--- src/rtl/trng_collector.sv ---
// Von Neumann debiasing collector for a ring-oscillator entropy source. It packs the debiased bits into words behind a valid/ready handshake.
// Optional repetition-count health test enabled by defining TRNG_REPCNT_EN.
module trng_collector #(
  parameter int unsigned SIZE       = 8,
  parameter int unsigned WORD_W     = 8,
  parameter int unsigned SETTLE_CYC = 4,
  parameter int unsigned CNT_W      = 16,
  parameter int unsigned REP_LIMIT  = 16
) (
  input  logic              clk,
  input  logic              rst,
  input  logic              run,
  output logic              ro_en,
  input  logic [SIZE-1:0]   raw_in,
  output logic [WORD_W-1:0] rnd_data,
  output logic              rnd_valid,
  input  logic              rnd_ready,
  output logic [CNT_W-1:0]  discard_cnt,
  output logic              health_fail
);

  localparam int unsigned BIT_W = $clog2(WORD_W);
  localparam int unsigned SET_W = 8;

  typedef enum logic [1:0] {IDLE, SETTLE, COLLECT, HOLD} state_t;

  state_t           state;
  logic [SET_W-1:0] settle_cnt;
  logic [BIT_W-1:0] bit_cnt;
  logic             have_first;
  logic             first_bit;
  logic             fold_c;

  assign fold_c = ^raw_in;

`ifdef TRNG_REPCNT_EN
  localparam int unsigned REP_W = $clog2(REP_LIMIT + 1);

  logic [REP_W-1:0] rep_cnt;
  logic             last_f;
  logic             low_seen;
  logic             rep_hit_c;

  // The sample that would extend the current run to REP_LIMIT trips the test.
  assign rep_hit_c = (rep_cnt != '0) && (fold_c == last_f) &&
                     (rep_cnt == REP_W'(REP_LIMIT - 1));
`else
  assign health_fail = 1'b0;
`endif

  always_ff @(posedge clk) begin
    if (rst) begin
      state       <= IDLE;
      ro_en       <= 1'b0;
      rnd_data    <= '0;
      rnd_valid   <= 1'b0;
      discard_cnt <= '0;
      settle_cnt  <= '0;
      bit_cnt     <= '0;
      have_first  <= 1'b0;
      first_bit   <= 1'b0;
`ifdef TRNG_REPCNT_EN
      rep_cnt     <= '0;
      last_f      <= 1'b0;
      low_seen    <= 1'b0;
      health_fail <= 1'b0;
`endif
    end else begin
      case (state)
        IDLE: begin
          ro_en <= 1'b0;
`ifdef TRNG_REPCNT_EN
          // After a failure, a fresh run rising edge is required to restart.
          if (health_fail) begin
            if (!run) begin
              low_seen <= 1'b1;
            end else if (low_seen) begin
              health_fail <= 1'b0;
              low_seen    <= 1'b0;
              state       <= SETTLE;
              settle_cnt  <= '0;
              ro_en       <= 1'b1;
            end
          end else if (run) begin
            state      <= SETTLE;
            settle_cnt <= '0;
            ro_en      <= 1'b1;
          end
`else
          if (run) begin
            state      <= SETTLE;
            settle_cnt <= '0;
            ro_en      <= 1'b1;
          end
`endif
        end

        SETTLE: begin
`ifdef TRNG_REPCNT_EN
          rep_cnt <= '0;
`endif
          if (!run) begin
            state <= IDLE;
            ro_en <= 1'b0;
          end else if (settle_cnt == SET_W'(SETTLE_CYC - 1)) begin
            state <= COLLECT;
          end else begin
            settle_cnt <= settle_cnt + SET_W'(1);
          end
        end

        COLLECT: begin
          if (!run) begin
            state      <= IDLE;
            ro_en      <= 1'b0;
            have_first <= 1'b0;
            bit_cnt    <= '0;
          end else begin
            if (!have_first) begin
              first_bit  <= fold_c;
              have_first <= 1'b1;
            end else begin
              have_first <= 1'b0;
              if (fold_c != first_bit) begin
                rnd_data <= {first_bit, rnd_data[WORD_W-1:1]};
                if (bit_cnt == BIT_W'(WORD_W - 1)) begin
                  state     <= HOLD;
                  rnd_valid <= 1'b1;
                  bit_cnt   <= '0;
                end else begin
                  bit_cnt <= bit_cnt + BIT_W'(1);
                end
              end else if (discard_cnt != '1) begin
                discard_cnt <= discard_cnt + CNT_W'(1);
              end
            end
`ifdef TRNG_REPCNT_EN
            last_f  <= fold_c;
            rep_cnt <= ((rep_cnt != '0) && (fold_c == last_f)) ?
                       rep_cnt + REP_W'(1) : REP_W'(1);
            if (rep_hit_c) begin
              health_fail <= 1'b1;
              low_seen    <= 1'b0;
              state       <= IDLE;
              ro_en       <= 1'b0;
              rnd_valid   <= 1'b0;
              have_first  <= 1'b0;
              bit_cnt     <= '0;
            end
`endif
          end
        end

        HOLD: begin
          // Word is only released by a handshake, even if run has dropped.
          if (rnd_ready) begin
            rnd_valid  <= 1'b0;
            have_first <= 1'b0;
            bit_cnt    <= '0;
            state      <= run ? COLLECT : IDLE;
            ro_en      <= run;
          end
        end

        default: begin
          state <= IDLE;
          ro_en <= 1'b0;
        end
      endcase
    end
  end

endmodule

--- config.mk ---
export PLATFORM = sky130hd
export DESIGN_NAME = trng_collector
export DESIGN_NICKNAME = d
export VERILOG_FILES = /design/src/rtl/trng_collector.sv
export SDC_FILE = /design/constraint.sdc
export NUM_CORES = 1
export LEC_CHECK = 0
export BUFFER_PORTS_ARGS = -buffer_cell sky130_fd_sc_hd__buf_2
export CELL_PAD_IN_SITES_DETAIL_PLACEMENT = 1
export CELL_PAD_IN_SITES_GLOBAL_PLACEMENT = 1
export CORE_MARGIN = 5
export CORE_UTILIZATION = 30
export DETAILED_ROUTE_END_ITERATION = 7
export PLACE_DENSITY = 0.73
export SYNTH_ARGS = -nofsm -noshare
export SYNTH_HDL_FRONTEND = slang
export SYNTH_SLANG_ARGS = --single-unit
--- constraint.sdc ---
create_clock -name clk -period 2.1 [get_ports clk]
set_input_delay 0.42 -clock clk [delete_from_list [all_inputs] [get_ports clk]]
set_output_delay 0.42 -clock clk [all_outputs]
set_load 0.02 [all_outputs]
==> summary.md, run 1 <==
| Metric | Value |
|---|---|
| TritonRoute pass-1 iters | `4` |
| 1st-iter DRT viols | `82` |
| CTS Root Cell | `clkbuf_8` |
| Distinct cells, synth | `~50` |
| Fin nets | `340` |
| Placer Congestion | `~0.79` |
| #FFs+latches synth | `41` |
| Worst Clk Skew | `0.00899 ns` |
| Vias per cell | `roughly 4.8` |
| Diode count | `0` |
| Worst path most repeated cell | `nor2_1` |
| R2R Setup Slk | `around 0.13 ns` |
| Clk sinks | `around 40` |
| Fmax | `between 0.5 and 0.6 GHz` |
| Asr flop ratio synth | `0%` |
| Routed Antenna Nets | `0` |
| Clock Latency Late Sink | `about 0.30 ns` |
| HP Start | `rnd_data[0]` |
| Final Hold Viols | `0` |
| Post-layout min period | `between 1.5 and 2 ns` |
| Clock tree from TritonCTS | `built` |
| Peak supply drop | `about 0.25 mV` |
| Mapped Cells | `between 200 and 300` |
| Final HPWL DP | `around 4300 um` |
| WP buf/inv | `0` |
| Slowest CP cell | `or4b_1` |
| TritonCTS buffer count | `5` |
| Number of global-route vias before repair | `about 2100` |
| Final setup fails | `0` |
| Wire length of the first global-routing pass | `between 9000 and 10000 um` |
| Critical Path Max Stage Delay | `0.49 ns` |
| CTS HTree Levels | `2` |
| Leak | `~1.2 nW` |
| Worst EP arrival | `~2.2 ns` |
| Worst reg2reg path endpoint | `settle_cnt[0]` |
| PD cells | `625 nW/um^2` |
| Min Hold Slack | `around 0.46 ns` |
| Port Buf Inserts | `37` |
| Design area | `between 2000 and 3000 sq um` |
| Placement Cell Area | `~2700 sq um` |
| DRC Markers | `0` |
| Clock transition at the registers of the reported paths | `about 0.090 ns` |
| Die width | `between 90 and 100 um` |
| Worst Hold Class | `flop to flop` |
| Largest net degree at the start of global routing | `23` |
| Startpoint types | `flop` |
| Run status | `complete, no violations` |
| CP Launch Point | `settle_cnt[0]` |
| Total global routing overflow | `0` |
| Total number of vias | `2022` |
| Max-capacitance violation count | `0` |
| Warnings from Yosys | `0` |
| Dominant synthesized flop cell | `dfxtp_1` |
| Overall Power | `1.80 mW` |
| Fin worst setup slack | `between 0.1 and 0.15 ns` |
| Mapped Area | `2230 sq um` |
| Hold Path Sink | `rnd_data[0]` |
| DIE AREA | `9250 sq um` |
| Share of layout cells above drive strength 1 | `between 30% and 40%` |
| EDFF count, synth | `0` |
| Hold path cells | `2` |
| Net Count, Synth | `between 200 and 300` |
| Die Height | `approximately 96 um` |
| Met1 Track Usage GR | `16.3%` |
| Synth-to-layout area growth | `29.3%` |
| Crit Path Max Fanout | `4` |
| Top delay family on crit path | `simple AND/OR/NAND/NOR gates` |
| Setup Buffers After CTS | `0` |
| Worst EP required | `between 2 and 2.5 ns` |
| Slew Viols, Final | `0` |
| Sequential share of the synthesized area | `36.8%` |
| Mapped Avg Cell Area | `8.74 sq um` |
| CP Class | `flop to flop` |
| WL/cell | `between 10 and 15 um` |
| Routed WL | `about 5700 um` |
| Crit end category | `flop` |
| I/O pins | `39` |
| Critical R2R Launch | `settle_cnt[0]` |
| Initial antenna violation count | `0` |
| FP Rows | `31` |
| Grt met2 use | `a little over a fifth` |
| Total GRT Usage | `12.9%` |
| Met3 global-route usage | `1.88%` |
| FF-to-FF path depth | `7` |
| Critical-path cell list | `ha_1 -> or4b_1 -> nor4_4 -> nor2_1 -> mux2_2 -> a22oi_1 -> nor2_1` |
| CORE AREA | `approximately 7300 sq um` |
| Gr busiest metal | `met2` |
| CTS max path bufs | `2` |
| Final period util | `93.8%` |
| Worst slack, placed | `-0.200 ns` |
| Initial core utilization | `between 30% and 40%` |
[through the flow]
stage	cells	setup TNS (ns)	util [%]
after floorplan	255	0	-
after global placement	411	-1.92	37.7
after detailed placement	411	-2.44	37.7
after CTS	419	0	39.3
after global routing	419	-0.000394	39.7
final	419	0	39.7
[state kept, by name, indices dropped and copies added (netlist names)]
signal       cells
have_first       1
rnd_data         8
settle_cnt       8
state            2
first_bit        1
bit_cnt          3
ro_en            1
rnd_valid        1
discard_cnt     16
[metal layers]
metal / routed length (um) / part of all wire [%]
met2: 2640 / 47
met3: 208 / 3.7
met4: 133 / 2.3
met5: 0 / 0
met1: 2690 / 47
[tightest hold or removal path, delay by kind of cell, from the launching register on]
| kind | cells | cell delay [ns] |
|---|---|---|
| AO/OA/AOI/OAI | 1 | 0.05 |
| flip-flops | 1 | 0.32 |
| AND/OR/NAND/NOR | 1 | 0.05 |
[timing repair]
action	4_1_cts	5_1_grt
gates resized for setup	0	6
hold buffers	0	0
setup endpoints to repair	0	11
[worst max path at each step]
stage | end | cells past startpoint
finish | settle_cnt[0] | 7
detailed placement | discard_cnt[9] | 8
floorplan | discard_cnt[4] | 7
CTS | discard_cnt[14] | 7
global placement | discard_cnt[9] | 8
global route | state[0] | 7
[cells in the final DEF, fill, tap and decap left out, drive strengths merged]
cell type and count:
buf 67, dfxtp 41, nor2 40, a21oi 20
nand2 18, nand3 18, xnor2 16, ha 9
nor3 8, o21ai 8, inv 7, nor2b 6
clkbuf 6, and3 5, xor2 5, nand4 5
mux2 5, nor4 5, nand2b 3, a31o 3
or4b 3, nor3b 3, a211oi 2, a22oi 2
or2 2, xor3 1, and2 1, and4 1
o211ai 1, mux2i 1, a221oi 1, a22o 1
a21o 1, nor4b 1, a211o 1, conb 1
clkinvlp 1, bufinv 1
[report_power, final]
| part | switching (mW) | internal, mW | total, mW | leakage [nW] |
|---|---|---|---|---|
| Clock | 0.300 | 0.387 | 0.687 | 0.0574 |
| Combinational | 0.188 | 0.128 | 0.316 | 0.820 |
| Sequential | 0.0114 | 0.786 | 0.797 | 0.331 |
| Total | 0.500 | 1.30 | 1.80 | 1.21 |
[synthesized netlist by cell type, types with 2 or more instances]
master,n,area share (%)
nor3_1,6,1.3
or4b_1,3,1.3
nand4_1,4,1.1
inv_1,7,1.2
clkbuf_1,6,1.0
nor4_2,4,2.2
and3_1,5,1.4
nor2_1,38,6.4
nor3b_2,2,1.1
ha_1,9,5.1
nand2_1,18,3.0
a22oi_1,2,0.67
xor2_1,5,2.0
nand3_1,18,4.0
o21ai_0,6,1.3
a21oi_1,19,4.3
buf_6,2,1.0
xnor2_1,16,6.3
nand2b_1,3,0.84
nor2b_1,6,1.7
a211oi_1,2,0.67
mux2_1,3,1.5
dfxtp_1,41,37
a31o_2,3,1.2
[logic make-up (layout without fill, tap and decap cells)]
family                   after synthesis  in the layout  synth area share [%]
adder cells (fa/ha/maj)                9              9                  5.05
multiplexers                           6              6                  3.14
XOR/XNOR                              22             22                  9.38
buffers and inverters                 17             82                  3.76
other                                  1              1                 0.168
flip-flops                            41             41                  36.8
AO/OA/AOI/OAI                         40             40                  11.6
AND/OR/NAND/NOR                      119            119                  30.0
[final cells by class]
class	instances	area, sq um
Fill cell	888	4370
Multi-Input combinational cell	197	1380
Sequential cell	41	821
Timing Repair Buffer	67	410
Tap cell	99	124
Clock buffer	6	82.6
Clock inverter	2	37.5
Inverter	7	26.3
(Power assumes the default switching activity.)
==> run 2: changes to the inputs <==
--- a/config.mk
+++ b/config.mk
@@ -12,6 +12,7 @@
 export CORE_UTILIZATION = 30
 export DETAILED_ROUTE_END_ITERATION = 7
 export PLACE_DENSITY = 0.73
+export REMOVE_ABC_BUFFERS = 1
 export SYNTH_ARGS = -nofsm -noshare
 export SYNTH_HDL_FRONTEND = slang
 export SYNTH_SLANG_ARGS = --single-unit
==> summary.md, run 2 (synthesis results as in run 1) <==
| Metric | Value |
|---|---|
| Max reg flops | `16 (unchanged)` |
| Largest net degree at the start of global routing | `38 (was 23)` |
| Number of global-route vias before repair | `2047 (was 2068)` |
| DIE AREA | `9250 sq um (unchanged)` |
| Post-layout min period | `2.00 ns (was 1.97 ns)` |
| Fin util | `38.8% (was 39.7%)` |
| Area of the multi-input gates | `1340 sq um (was 1380 sq um)` |
| TritonCTS buffer count | `5 (unchanged)` |
| WL/cell | `13.5 um (about the same)` |
| Crit end category | `flop (unchanged)` |
| Design area | `2820 sq um (was 2880 sq um)` |
| Fin nets | `337 (was 340)` |
| 1st-iter DRT viols | `50 (was 82)` |
| WP buf/inv | `1 (was 0)` |
| Fmax | `0.500 GHz (was 0.508 GHz)` |
| Share of layout cells above drive strength 1 | `30.6% (was 32.5%)` |
| TritonRoute pass-1 iters | `4 (unchanged)` |
| Sequential cell area | `823 sq um (was 821 sq um)` |
| Top flop regs | `discard_cnt (16), rnd_data (8), settle_cnt (8) (unchanged)` |
| FP Rows | `31 (unchanged)` |
| Top delay family on crit path | `XOR/XNOR gates (was simple AND/OR/NAND/NOR gates)` |
| Worst path most repeated cell | `xnor2_1 (was nor2_1)` |
| CP Class | `primary input to flop (was flop to flop)` |
| Routed WL | `5600 um (was 5670 um)` |
| Leak | `1.16 nW (was 1.21 nW)` |
| Worst slack, placed | `-0.236 ns (was -0.200 ns)` |
| Peak supply drop | `0.273 mV (was 0.248 mV)` |
| Total global routing overflow | `0 (unchanged)` |
| Run status | `complete, no violations (unchanged)` |
| CP Launch Point | `raw_in[7] (was settle_cnt[0])` |
| Most frequent cells in the layout | `39 x dfxtp_1, 38 x nor2_1, 37 x buf_2, 27 x buf_4 (was 41 x dfxtp_1, 38 x nor2_1, 37 x buf_2, 30 x buf_4)` |
| Cell Count Post-Placement | `406 (was 411)` |
| CTS Root Cell | `clkbuf_8 (unchanged)` |
| Clock transition at the registers of the reported paths | `0.08 ns (was 0.09 ns)` |
| Critical Path Max Stage Delay | `0.49 ns (about the same)` |
| Total GRT Usage | `12.7% (was 12.9%)` |
| Max-capacitance violation count | `0 (unchanged)` |
| Largest Register | `discard_cnt (unchanged)` |
| Wire length of the first global-routing pass | `9340 um (was 9520 um)` |
| Worst EP required | `2.29 ns (about the same)` |
| Startpoint types | `primary input (was flop)` |
| Clk sinks | `41 (unchanged)` |
| Clock Latency Late Sink | `0.30 ns (about the same)` |
| Clock tree from TritonCTS | `built (unchanged)` |
| Worst EP arrival | `2.19 ns (was 2.16 ns)` |
| Final Hold Viols | `0 (unchanged)` |
| CTS max path bufs | `2 (unchanged)` |
| Min Hold Slack | `0.461 ns (was 0.462 ns)` |
| Commonest non-fill, non-tap cell in the layout | `dfxtp_1 (unchanged)` |
| Port Buf Inserts | `37 (unchanged)` |
| DRC Markers | `0 (unchanged)` |
| Die width | `96.2 um (unchanged)` |
| Layout Cells excl Fill | `416 (was 419)` |
| Initial antenna violation count | `0 (unchanged)` |
| Diode count | `0 (unchanged)` |
| Vias per cell | `4.82 (was 4.83)` |
| Total number of vias | `2006 (was 2022)` |
| Initial core utilization | `30.7% (unchanged)` |
| CTS HTree Levels | `2 (unchanged)` |
| Crit Path Max Fanout | `6 (was 4)` |
| PD cells | `629 nW/um^2 (was 625 nW/um^2)` |
| Worst Hold Class | `flop to flop (unchanged)` |
| Filler Cell Count | `902 (was 888)` |
| Routed Antenna Nets | `0 (unchanged)` |
| Final period util | `95.2% (was 93.8%)` |
| CORE AREA | `7250 sq um (unchanged)` |
| Placer Congestion | `0.788 (was 0.795)` |
| Critical-path cell list | `buf_2 -> xnor2_1 -> xnor2_1 -> xor3_2 -> nor3b_2 -> and3_1 -> mux2_4 (was ha_1 -> or4b_1 -> nor4_4 -> nor2_1 -> mux2_2 -> a22oi_1 -> nor2_1)` |
| CTS Hold Bufs | `0 (unchanged)` |
| Synth-to-layout area growth | `26.4% (was 29.3%)` |
| HP Start | `rnd_data[0] (unchanged)` |
| Slowest CP cell | `xor3_2 (was or4b_1)` |
| Placement Cell Area | `2670 sq um (was 2730 sq um)` |
| Die Height | `96.2 um (unchanged)` |
| Slew Viols, Final | `0 (unchanged)` |
| Worst Clk Skew | `0.00445 ns (was 0.00899 ns)` |
| Worst-case headroom to the max-slew limit | `about 55%` |
| Fin worst setup slack | `0.101 ns (was 0.130 ns)` |
| I/O pins | `39 (unchanged)` |
| RSZ-0062 raised after global routing | `no` |
| Least-Margin Pin Slew | `about 0.67 ns` |
| Critical R2R Launch | `state[0] (was settle_cnt[0])` |
| Final setup fails | `0 (unchanged)` |
| Final HPWL DP | `4320 um (was 4330 um)` |
-- run 2: timing repair --
action | CTS | global route
setup buffers | 2 | 0
resized for setup | 1 | 3
hold endpoints to repair | 0 | 0
setup endpoints to repair | 2 | 10
pin swaps | 1 | 3
-- run 2: layout make-up --
| cell class | instances | share of cell area, % |
|---|---|---|
| Sequential cell | 41 | 29.2 |
| Inverter | 7 | 0.933 |
| Multi-Input combinational cell | 197 | 47.4 |
| Clock buffer | 6 | 2.93 |
| Tap cell | 99 | 4.40 |
| Timing Repair Buffer | 64 | 13.8 |
| Clock inverter | 2 | 1.33 |
-- run 2: worst paths after layout --
check / endpoint / slack [ns] / cells past startpoint
worst max-delay path: discard_cnt[4] / 0.10 / 7
worst min-delay path: rnd_data[0] / 0.46 / 2
worst max register to register: bit_cnt[1] / 0.12 / 7
worst min register to register: rnd_data[0] / 0.46 / 2
-- run 2: metal layers --
metal	track usage [%]	wire length, um	share of wire (%)
met5	0	0	0
met4	3.55	52	0.93
met3	3.28	244	4.4
met2	22.4	2710	48
met1	15.2	2590	46
-- run 2: metrics by stage --
step	setup TNS [ns]	power, mW
global route	0	1.87
global placement	-1.82	1.11
CTS	0	1.81
finish	0	1.77
floorplan	-0.687	0.987
detailed placement	-3.34	1.12
-- run 2: report_power, final --
group          internal [mW]  switching [mW]
Combinational          0.123           0.181
Sequential             0.786         0.00851
Clock                  0.387           0.289
Total                   1.29           0.478
-- run 2: worst reg2reg max path, cell delays in order (launching register included) --
cell and delay, ns:
dfxtp_1 0.36, inv_1 0.13, ha_1 0.18, buf_4 0.14, nor2_1 0.06, or2_2 0.33
or4b_1 0.54, a21oi_1 0.17
==> run 3: changes to the inputs <==
--- a/config.mk
+++ b/config.mk
@@ -13,6 +13,8 @@
 export DETAILED_ROUTE_END_ITERATION = 7
 export PLACE_DENSITY = 0.73
 export REMOVE_ABC_BUFFERS = 1
+export SETUP_SLACK_MARGIN = 0.4
+export SKIP_LAST_GASP = 1
 export SYNTH_ARGS = -nofsm -noshare
 export SYNTH_HDL_FRONTEND = slang
 export SYNTH_SLANG_ARGS = --single-unit
==> summary.md, run 3 (synthesis results as in run 1) <==
| Metric | Value |
|---|---|
| Run status | `complete, no violations (unchanged)` |
| Commonest non-fill, non-tap cell in the layout | `nor2_1 (was dfxtp_1)` |
| CTS Root Cell | `clkbuf_8 (unchanged)` |
| Final HPWL DP | `4320 um (unchanged)` |
| Final setup fails | `0 (unchanged)` |
| WP buf/inv | `1 (unchanged)` |
| Clock tree from TritonCTS | `built (unchanged)` |
| I/O pins | `39 (unchanged)` |
| Largest net degree at the start of global routing | `38 (unchanged)` |
| Routed Antenna Nets | `0 (unchanged)` |
| WL/cell | `15.3 um (was 13.5 um)` |
| Most frequent cells in the layout | `36 x nor2_1, 33 x buf_4, 31 x buf_2, 29 x dfxtp_1 (was 39 x dfxtp_1, 38 x nor2_1, 37 x buf_2, 27 x buf_4)` |
| Share of layout cells above drive strength 1 | `50.7% (was 30.6%)` |
| Final Hold Viols | `0 (unchanged)` |
| TritonRoute pass-1 iters | `4 (unchanged)` |
| Fin nets | `355 (was 337)` |
| Worst EP required | `2.29 ns (about the same)` |
| DIE AREA | `9250 sq um (unchanged)` |
| CP Class | `primary input to flop (unchanged)` |
| DRC Markers | `0 (unchanged)` |
| Met3 global-route usage | `2.97% (was 3.28%)` |
| Wire length of the first global-routing pass | `10200 um (was 9340 um)` |
| Routed WL | `6650 um (was 5600 um)` |
| Met1 Track Usage GR | `17.1% (was 15.2%)` |
| PD cells | `588 nW/um^2 (was 629 nW/um^2)` |
| CTS max path bufs | `2 (unchanged)` |
| Synth-to-layout area growth | `53.0% (was 26.4%)` |
| Fmax | `0.516 GHz (was 0.500 GHz)` |
| Clk sinks | `41 (unchanged)` |
| 1st-iter DRT viols | `54 (was 50)` |
| Placement Cell Area | `2670 sq um (unchanged)` |
| RSZ-0062 raised after global routing | `yes (was no)` |
| Worst Clk Skew | `0.00767 ns (was 0.00445 ns)` |
| R2R Setup Slk | `0.23 ns (was 0.12 ns)` |
| Vias per cell | `4.88 (was 4.82)` |
| Top flop regs | `discard_cnt (16), rnd_data (8), settle_cnt (8) (unchanged)` |
| Clock transition at the registers of the reported paths | `0.08 ns (about the same)` |
| Total number of vias | `2118 (was 2006)` |
| Peak supply drop | `0.300 mV (was 0.273 mV)` |
| Leak | `1.40 nW (was 1.16 nW)` |
| Critical Path Max Stage Delay | `0.50 ns (was 0.49 ns)` |
| Max reg flops | `16 (unchanged)` |
| Total global routing overflow | `0 (unchanged)` |
| Initial antenna violation count | `0 (unchanged)` |
| Total GRT Usage | `14.0% (was 12.7%)` |
| Initial core utilization | `30.7% (unchanged)` |
| Worst Hold Class | `primary input to flop (was flop to flop)` |
| Final period util | `92.2% (was 95.2%)` |
| Fin util | `47.0% (was 38.8%)` |
| Max-capacitance violation count | `0 (unchanged)` |
| CORE AREA | `7250 sq um (unchanged)` |
| Top delay family on crit path | `XOR/XNOR gates (unchanged)` |
| Critical-path cell list | `buf_8 -> xnor2_4 -> xnor2_2 -> xor3_2 -> nor3b_4 -> and3_4 -> mux2_4 (was buf_2 -> xnor2_1 -> xnor2_1 -> xor3_2 -> nor3b_2 -> and3_1 -> mux2_4)` |
| Die Height | `96.2 um (unchanged)` |
| Startpoint types | `primary input (unchanged)` |
| FP Rows | `31 (unchanged)` |
| Crit end category | `flop (unchanged)` |
| CTS HTree Levels | `2 (unchanged)` |
| Worst-case headroom to the max-slew limit | `51.8% (was 55.1%)` |
| Number of global-route vias before repair | `2133 (was 2047)` |
| Gr busiest metal | `met2 (unchanged)` |
| Diode count | `0 (unchanged)` |
| Slowest CP cell | `xor3_2 (unchanged)` |
| Grt met2 use | `24.6% (was 22.4%)` |
| Slew Viols, Final | `0 (unchanged)` |
| Design area | `3410 sq um (was 2820 sq um)` |
| Port Buf Inserts | `37 (unchanged)` |
| Crit Path Max Fanout | `6 (unchanged)` |
| Largest Register | `discard_cnt (unchanged)` |
| CTS Hold Bufs | `0 (unchanged)` |
| Least-Margin Pin Slew | `0.724 ns (was 0.674 ns)` |
| TritonCTS buffer count | `5 (unchanged)` |
| Die width | `96.2 um (unchanged)` |
| Worst EP arrival | `2.13 ns (was 2.19 ns)` |
| Clock Latency Late Sink | `0.31 ns (was 0.30 ns)` |
| Placer Congestion | `0.788 (unchanged)` |
| Post-layout min period | `1.94 ns (was 2.00 ns)` |
run 3: changes by cell type in the layout (fill, tap and decap cells not counted), moves of 4 or more:
cell,delta
nand3_2,+4
a21oi_1,-5
dfxtp_1,-10
xnor2_1,-9
nand3_1,-5
a21oi_2,+5
buf_4,+6
mux2_4,+4
xnor2_2,+7
buf_2,-6
ha_1,-4
dfxtp_2,+7
buf_6,+15
run 3: layer usage:
| metal | routed length [um] | part of all wire [%] |
|---|---|---|
| met3 | 233 | 3.5 |
| met4 | 70 | 1.1 |
| met5 | 0 | 0 |
| met1 | 2810 | 42 |
| met2 | 3530 | 53 |
run 3: final cells by class:
type / count / area [sq um]
clock inverter: 2 / 37.5
sequential: 41 / 843
tap: 99 / 124
clock buffer: 6 / 82.6
multi-input combinational: 197 / 1680
fill: 844 / 3840
inverter: 7 / 26.3
timing repair buffer: 82 / 617
run 3: final timing paths:
kind,to,cells past startpoint,startpoint
min,rnd_valid,4,rnd_ready
max,discard_cnt[4],7,raw_in[4]
min reg2reg,rnd_data[0],2,rnd_data[0]
max reg2reg,bit_cnt[1],7,state[0]
run 3: what timing repair did:
action	4_1_cts	5_1_grt
endpoints found under the hold margin	0	0
resized for setup	57	46
pin swaps	26	30
endpoints found under the setup margin	34	33
buffers inserted	16	4
run 3: power breakdown:
part | leakage (nW) | switching, mW | internal [mW]
logic | 1.01 | 0.275 | 0.247
registers | 0.337 | 0.0105 | 0.785
clock network | 0.0574 | 0.301 | 0.387
run 3: worst register-to-register path: cells and delay by family (launching register included):
family | cells | cell delay (ns)
simple gates | 3 | 0.87
flops | 1 | 0.37
buf+inv | 2 | 0.22
fa+ha+maj | 1 | 0.18
compound gates | 1 | 0.15
run 3: metrics by stage:
stage / setup WS (ns) / instances / total power, mW / setup TNS (ns) / hold slack, ns
floorplan: -0.174 / 245 / 0.987 / -0.687 / 0.447
global placement: -0.176 / 406 / 1.11 / -1.82 / 0.450
detailed placement: -0.236 / 406 / 1.12 / -3.34 / 0.453
CTS: 0.140 / 430 / 1.91 / 0 / 0.466
global route: 0.122 / 434 / 2.09 / 0 / 0.469
finish: 0.163 / 434 / 2.00 / 0 / 0.459
